File: src/rtl/instr_mem_resp.sv
// Instruction memory with a fixed response latency.
// Program load by writes, fetch by reads, one transaction at a time.
module instr_mem_resp #(
  parameter int LATENCY = 3,
  parameter int AW      = 8
) (
  input  logic        clk,
  input  logic        rst,
  input  logic        rd,
  input  logic        wr,
  input  logic [15:0] addr,
  input  logic [15:0] wData,
  output logic [15:0] data_out,
  output logic        done,
  output logic        stall,
  output logic        err
);

  typedef enum logic [1:0] {
    IDLE,
    BUSY,
    DONE
  } state_t;

  localparam logic [3:0] LOAD = 4'(LATENCY - 1);
  localparam int DEPTH = 1 << AW;

  state_t      state;
  state_t      stateNxt;
  logic [3:0]  cnt;
  logic [3:0]  cntNxt;
  logic [AW:0] addrQ;
  logic [15:0] wDataQ;
  logic        rdQ;
  logic        wrQ;
  logic [15:0] holdQ;
  logic        accept;
  logic        bad;
  logic        memWe;
  logic [AW-1:0] idx;
  logic        addrUnused;

  logic [15:0] mem [0:DEPTH-1];

  assign addrUnused = ^addr[15:AW+1];
  assign idx = addrQ[AW:1];
  assign bad = addrQ[0] | (rdQ & wrQ);

  // Next state, counter and response outputs
  always_comb begin
    stateNxt = state;
    cntNxt   = cnt;
    accept   = 1'b0;
    done     = 1'b0;
    stall    = 1'b0;
    err      = 1'b0;
    memWe    = 1'b0;
    data_out = holdQ;
    unique case (state)
      IDLE: begin
        stateNxt = IDLE;
      end
      BUSY: begin
        stall  = 1'b1;
        cntNxt = cnt - 4'd1;
        if (cnt == 4'd1) begin
          stateNxt = DONE;
        end
      end
      DONE: begin
        done     = 1'b1;
        err      = bad;
        memWe    = wrQ & ~bad;
        data_out = bad ? 16'h0000 : (rdQ ? mem[idx] : holdQ);
        stateNxt = IDLE;
      end
      default: begin
        stateNxt = IDLE;
      end
    endcase
    if (state != BUSY && (rd | wr)) begin
      accept   = 1'b1;
      cntNxt   = LOAD;
      stateNxt = (LATENCY == 1) ? DONE : BUSY;
    end
  end

  // State, counter, request latch and held read data
  always_ff @(posedge clk) begin
    if (rst) begin
      state  <= IDLE;
      cnt    <= '0;
      holdQ  <= '0;
      addrQ  <= '0;
      wDataQ <= '0;
      rdQ    <= 1'b0;
      wrQ    <= 1'b0;
    end else begin
      state <= stateNxt;
      cnt   <= cntNxt;
      if (done) begin
        holdQ <= data_out;
      end
      if (accept) begin
        addrQ  <= addr[AW:0];
        wDataQ <= wData;
        rdQ    <= rd;
        wrQ    <= wr;
      end
    end
  end

  // Write commit at the end of the completion cycle; contents survive reset
  always_ff @(posedge clk) begin
    if (!rst && memWe) begin
      mem[idx] <= wDataQ;
    end
  end

endmodule
File: config.mk
export PLATFORM = sky130hd
export DESIGN_NAME = instr_mem_resp
export DESIGN_NICKNAME = d
export VERILOG_FILES = /design/src/rtl/instr_mem_resp.sv
export SDC_FILE = /design/constraint.sdc
export NUM_CORES = 2
export LEC_CHECK = 0
export ABC_AREA = 1
export BUFFER_PORTS_ARGS = -buffer_cell sky130_fd_sc_hd__buf_2
export CAP_MARGIN = 25
export CORE_MARGIN = 2
export CORE_UTILIZATION = 35
export CTS_BUF_LIST = sky130_fd_sc_hd__clkbuf_4
export DETAILED_ROUTE_END_ITERATION = 6
export PLACE_DENSITY = 0.58
export REMOVE_ABC_BUFFERS = 1
export SLEW_MARGIN = 25
export SYNTH_ARGS = -nofsm -noshare
export SYNTH_HDL_FRONTEND = slang
export SYNTH_SLANG_ARGS = --single-unit
export TNS_END_PERCENT = 5
File: constraint.sdc
create_clock -name clk -period 5.4 [get_ports clk]
set_clock_uncertainty 0.15 [all_clocks]
set_input_delay 0.27 -clock clk [delete_from_list [all_inputs] [get_ports clk]]
set_output_delay 0.27 -clock clk [all_outputs]
set_load 0.05 [all_outputs]
# [Word level (Yosys, flattened, before mapping)]
# Memories as Yosys holds them, arrays and structs flattened. A register that Yosys moved wholly into a read port is not among the register bits.
# Index checks and enable logic that the tools add are counted.
[totals] regBits=49 wordCells=45 inputBits=36 mem_count=1 out_inout_bits=19 ramBits=4096
[op_classes] bitwise_logic=6 n_reduce_logical=6 eq_ne=5 muxes=17 n_addsub=1
[memory_table] memory="mem" words=256 word_bits=16 read_ports=1 rd_clocked_by_memory_dff=1 write_ports=1 line_no="43" source="logic [15:0] mem [0:DEPTH-1];"
[ops] op="16-bit two-way mux" n=3
[ops] op="8-bit two-way mux" n=2
[ops] op="1-bit two-way mux" n=10
[ops] op="4-bit by 1-bit == test with 1-bit output, second input constant" n=1
[ops] op="2-bit two-way mux" n=2
[ops] op="4-bit by 1-bit subtractor with 4-bit output, second input constant" n=1
[ops] op="3-bit != test, second input constant" n=1
[ops] op="3-bit OR reduction" n=1
[ops] op="1-bit bitwise AND" n=2
[ops] op="2-bit by 1-bit == test with 1-bit output, second input constant" n=1
[ops] op="2-bit == test, second input constant" n=1
[ops] op="1-bit logical AND" n=2
[ops] op="2-bit by 1-bit != test with 1-bit output, second input constant" n=1
[ops] op="1-bit inverter" n=2
[ops] op="1-bit OR" n=2
[ops] op="2-bit nonzero test" n=1
[ops] op="2-bit OR reduction" n=1
[ops] op="1-bit zero test" n=1

# [Depth between registers and ports, before layout]
[logic_depth] word_depth=8 depth_mapped=17

# [Worst setup path before layout]
# OpenSTA, ideal clock, no wires.
[synth_path] path_type="flip-flop to flip-flop" start="register wDataQ[0]" end="memory mem[0][0], data pin" period_less_slack_ps=4403 setup_ps=856 setup_slack_ps=997 arrival_ps=3398 path_stages_with_launch=1 path_cell_list="dfxtp_1"
[synth_lines] element="start: declaration" line_no="33" source="logic [15:0] wDataQ;"
[synth_lines] element="start signal: assignment" line_no="106" source="wDataQ <= wData;"
[synth_lines] element="end: declaration" line_no="43"
# No word-level cell before the write port.

==> metrics <==
status complete, but fails checks; failing checks design-rule violations, negative setup slack; DR iter-0 viols 13,501; Die Area approximately 0.48 mm²; Req. time, crit path roughly 5000 ps; buffers added on ports between 40 and 50; layout cell share with drive strength beyond 1 14.4%; dpl hpwl roughly 270,000 µm; Slew Viols, Final 0; Cell Pwr Density between 300 and 400 mW/mm²; Worst-path clk slew about 80 ps; most common cell in the synthesized netlist nand2_1; most used cell along the critical path nand3_1; global-route wire length before repair between 700,000 and 800,000 µm; Top Ports 55; maximum clock path buffer count 4; register area share after synthesis about three quarters; Max VDD drop 0.221 mV; slowest CP cell dfxtp_4; via count between 100k and 150k; crit path buf inv count 5; post-synth cell types 24; Leakage a little under 70 nW; final hold violation count 0; initial antenna violation count 24; drt via density between 5 and 6; Synth Cell Area ~0.17 mm²; FF+latch count, synth roughly 4,200; total wire length around 510,000 µm; Switch Pwr ~19 mW; grt ovf 0; gpl congestion 0.855; Hold Crit Class input port to register; Register Area 0.124 mm²; Final period util 101%; largest net degree at the start of global routing approximately 190; CP Launch Type register; Max FO, Critical Path 38; nets around 15,000; WL/cell 23.2 µm; crit-path leading delay family simple AND/OR/NAND/NOR gates; Reg power frac between 50% and 60%; Multi-input gate area between 0.03 and 0.04 mm²; die height just under 700 µm; Gate power share 12.0%; max_cap viols 0; post-synth top area cell edfxtp_1; Worst EP arrival 5030 ps; final setup vio count 2; TritonCTS buffer count 960; CP peak stage delay around 350 ps; drt drc 4; top-area cell type share of the netlist area 73.3%; clk_lat worst skew around 1600 ps; Core ar. around 0.48 mm²; Slew @ Worst Pin approximately 1100 ps; Post-Syn Instances ~14,000; top cells by count, synth 4,413 x nand2_1, 4,096 x edfxtp_1, 3,955 x nand3_1, 433 x buf_2, 321 x nor2_1; synth top area cells edfxtp_1 73%, nand3_1 12%, nand2_1 9.9%; total number of H-tree levels 6; min Tclk post-route about 5500 ps; Worst Slack Setup Final -54.2 ps; RSZ-0062 raised after global routing true; Rel. slew slack 24.0%; Synth async-reset ratio 0%; internal power about 50 mW; CTS root buf clkbuf_4; Clock Sinks slightly above 4,000; Sw Share about 27%; DRT Pass-1 Iters 7; yosys warns 0; TritonCTS clock tree done; fmax about 180 MHz; # rows between 200 and 300; Routed Antenna Nets 0; EDFF count, synth 4,096; Final Util roughly 40%; vias in the first global route 105,225; Top FF cell, synth edfxtp_1; worst-path cell chain buf_12, inv_16, buf_12, nand2_1, nand3_1, nand3_1, nand3_1, nand3_1, nand2_2, nand2_1, nand3_2, nand3_1, nand3_2, nand2_1, inv_1, buf_12; Setup CP Type register to primary output; final hold slack 203 ps; Clock Power Share a little over a third; Total Routing Usage GR 20.0%; Die W just under 700 µm; fillers around 45,000; initial core utilization between 30% and 40%; Syn-to-layout area delta 13.6%; Synth Area per Inst ~12 µm²; CP Capture Type primary output
-- cell usage in the layout (no fill, tap or decap), types with 2 or more instances in the layout --
cell	count
dfxtp_1	35
buf_4	422
clkinv_16	2
inv_16	2
edfxtp_1	4096
clkinvlp_4	9
nand2_2	33
nand3_1	3896
nor2_1	320
inv_12	2
clkbuf_16	13
nor3_1	7
clkbuf_4	1394
buf_2	31
diode_2	30
buf_6	23
clkinv_2	25
nand3_4	5
clkinv_1	229
inv_8	2
buf_16	33
dlygate4sd3_1	85
a21oi_1	12
nand2_1	4379
buf_8	9
o21ai_0	43
inv_1	56
bufinv_16	8
nand3_2	54
dfxtp_4	21
buf_12	83
ha_1	2
inv_2	18
bufbuf_16	7
inv_6	5
-- area by class of cell --
type	count	area share, %
Multi-Input combinational cell	8757	20.1
Clock buffer	1394	5.49
Inverter	63	0.169
Tap cell	6400	4.20
Antenna cell	30	0.0394
Sequential cell	4153	65.2
Clock inverter	291	0.728
Timing Repair Buffer	706	4.04
Timing Repair inverter	5	0.0355
-- sequential cells by signal, indices dropped and copies added (netlist names), named ones only --
signal,count
state,2
wDataQ,16
rdQ,1
wrQ,1
holdQ,16
cnt,4
addrQ,9
mem,4096
-- power groups by stage --
stage / clock network, mW / registers, mW / logic [mW]
floorplan: 0 / 37.8 / 5.87
global placement: 0 / 36.9 / 7.60
finish: 24.4 / 36.1 / 8.21
detailed placement: 0 / 36.9 / 7.65
CTS: 24.8 / 36.1 / 7.96
global route: 26.4 / 36.1 / 8.73
-- stage by stage --
step,worst slack [ps],power [mW],instances,TNS [ps],cell area (µm²)
2_1_floorplan,-133360,43.6,12973,-4262050,162000
3_3_place_gp,814,44.5,19956,0,176000
3_5_place_dp,807,44.5,19956,0,176000
4_1_cts,-97.6,69.0,21747,-509,190000
5_1_grt,-95.4,71.3,21779,-314,191000
6_report,-54.2,68.7,21799,-90.1,191000
-- what timing repair did --
action                                 CTS  global route
hold buffers                            85             0
setup endpoints to repair               16            16
pin swaps                                0             0
resized for setup                      116            64
gates cloned                            15            14
endpoints found under the hold margin   57             0
setup buffers                            6             6
-- per-layer routing --
| layer | track usage, % | wire length, µm |
|---|---|---|
| met1 | 27.3 | 206000 |
| met4 | 7.85 | 19200 |
| met5 | 0 | 58 |
| met2 | 31.5 | 234000 |
| met3 | 3.66 | 45000 |
-- cells by family (layout without fill, tap and decap cells) --
family,Yosys count,in the layout,synth area share (%)
DFF,4153,4153,74.0
AOI/OAI and AO/OA,56,56,0.169
other,0,30,0
buffers and inverters,1010,2459,3.41
adders and majority gates,2,2,0.0149
and+or+nand+nor,8699,8699,22.4
-- worst min-delay path: stages --
cell	delay, ps
dlygate4sd3_1	520
buf_2	100
dlygate4sd3_1	580
or2_2	150
nor3_1	40
a211oi_1	160
-- worst paths after layout --
check | endpoint | from | depth (start not counted) | slack, ps
setup reg to reg | mem[236][1] | state[0] | 9 | 1620
setup / recovery | data_out[2] | register | 16 | -50
hold / removal | cnt[1] | wr | 6 | 200
hold reg to reg | cnt[0] | cnt[0] | 2 | 350
Note: power is estimated with default switching activity, not from simulation.
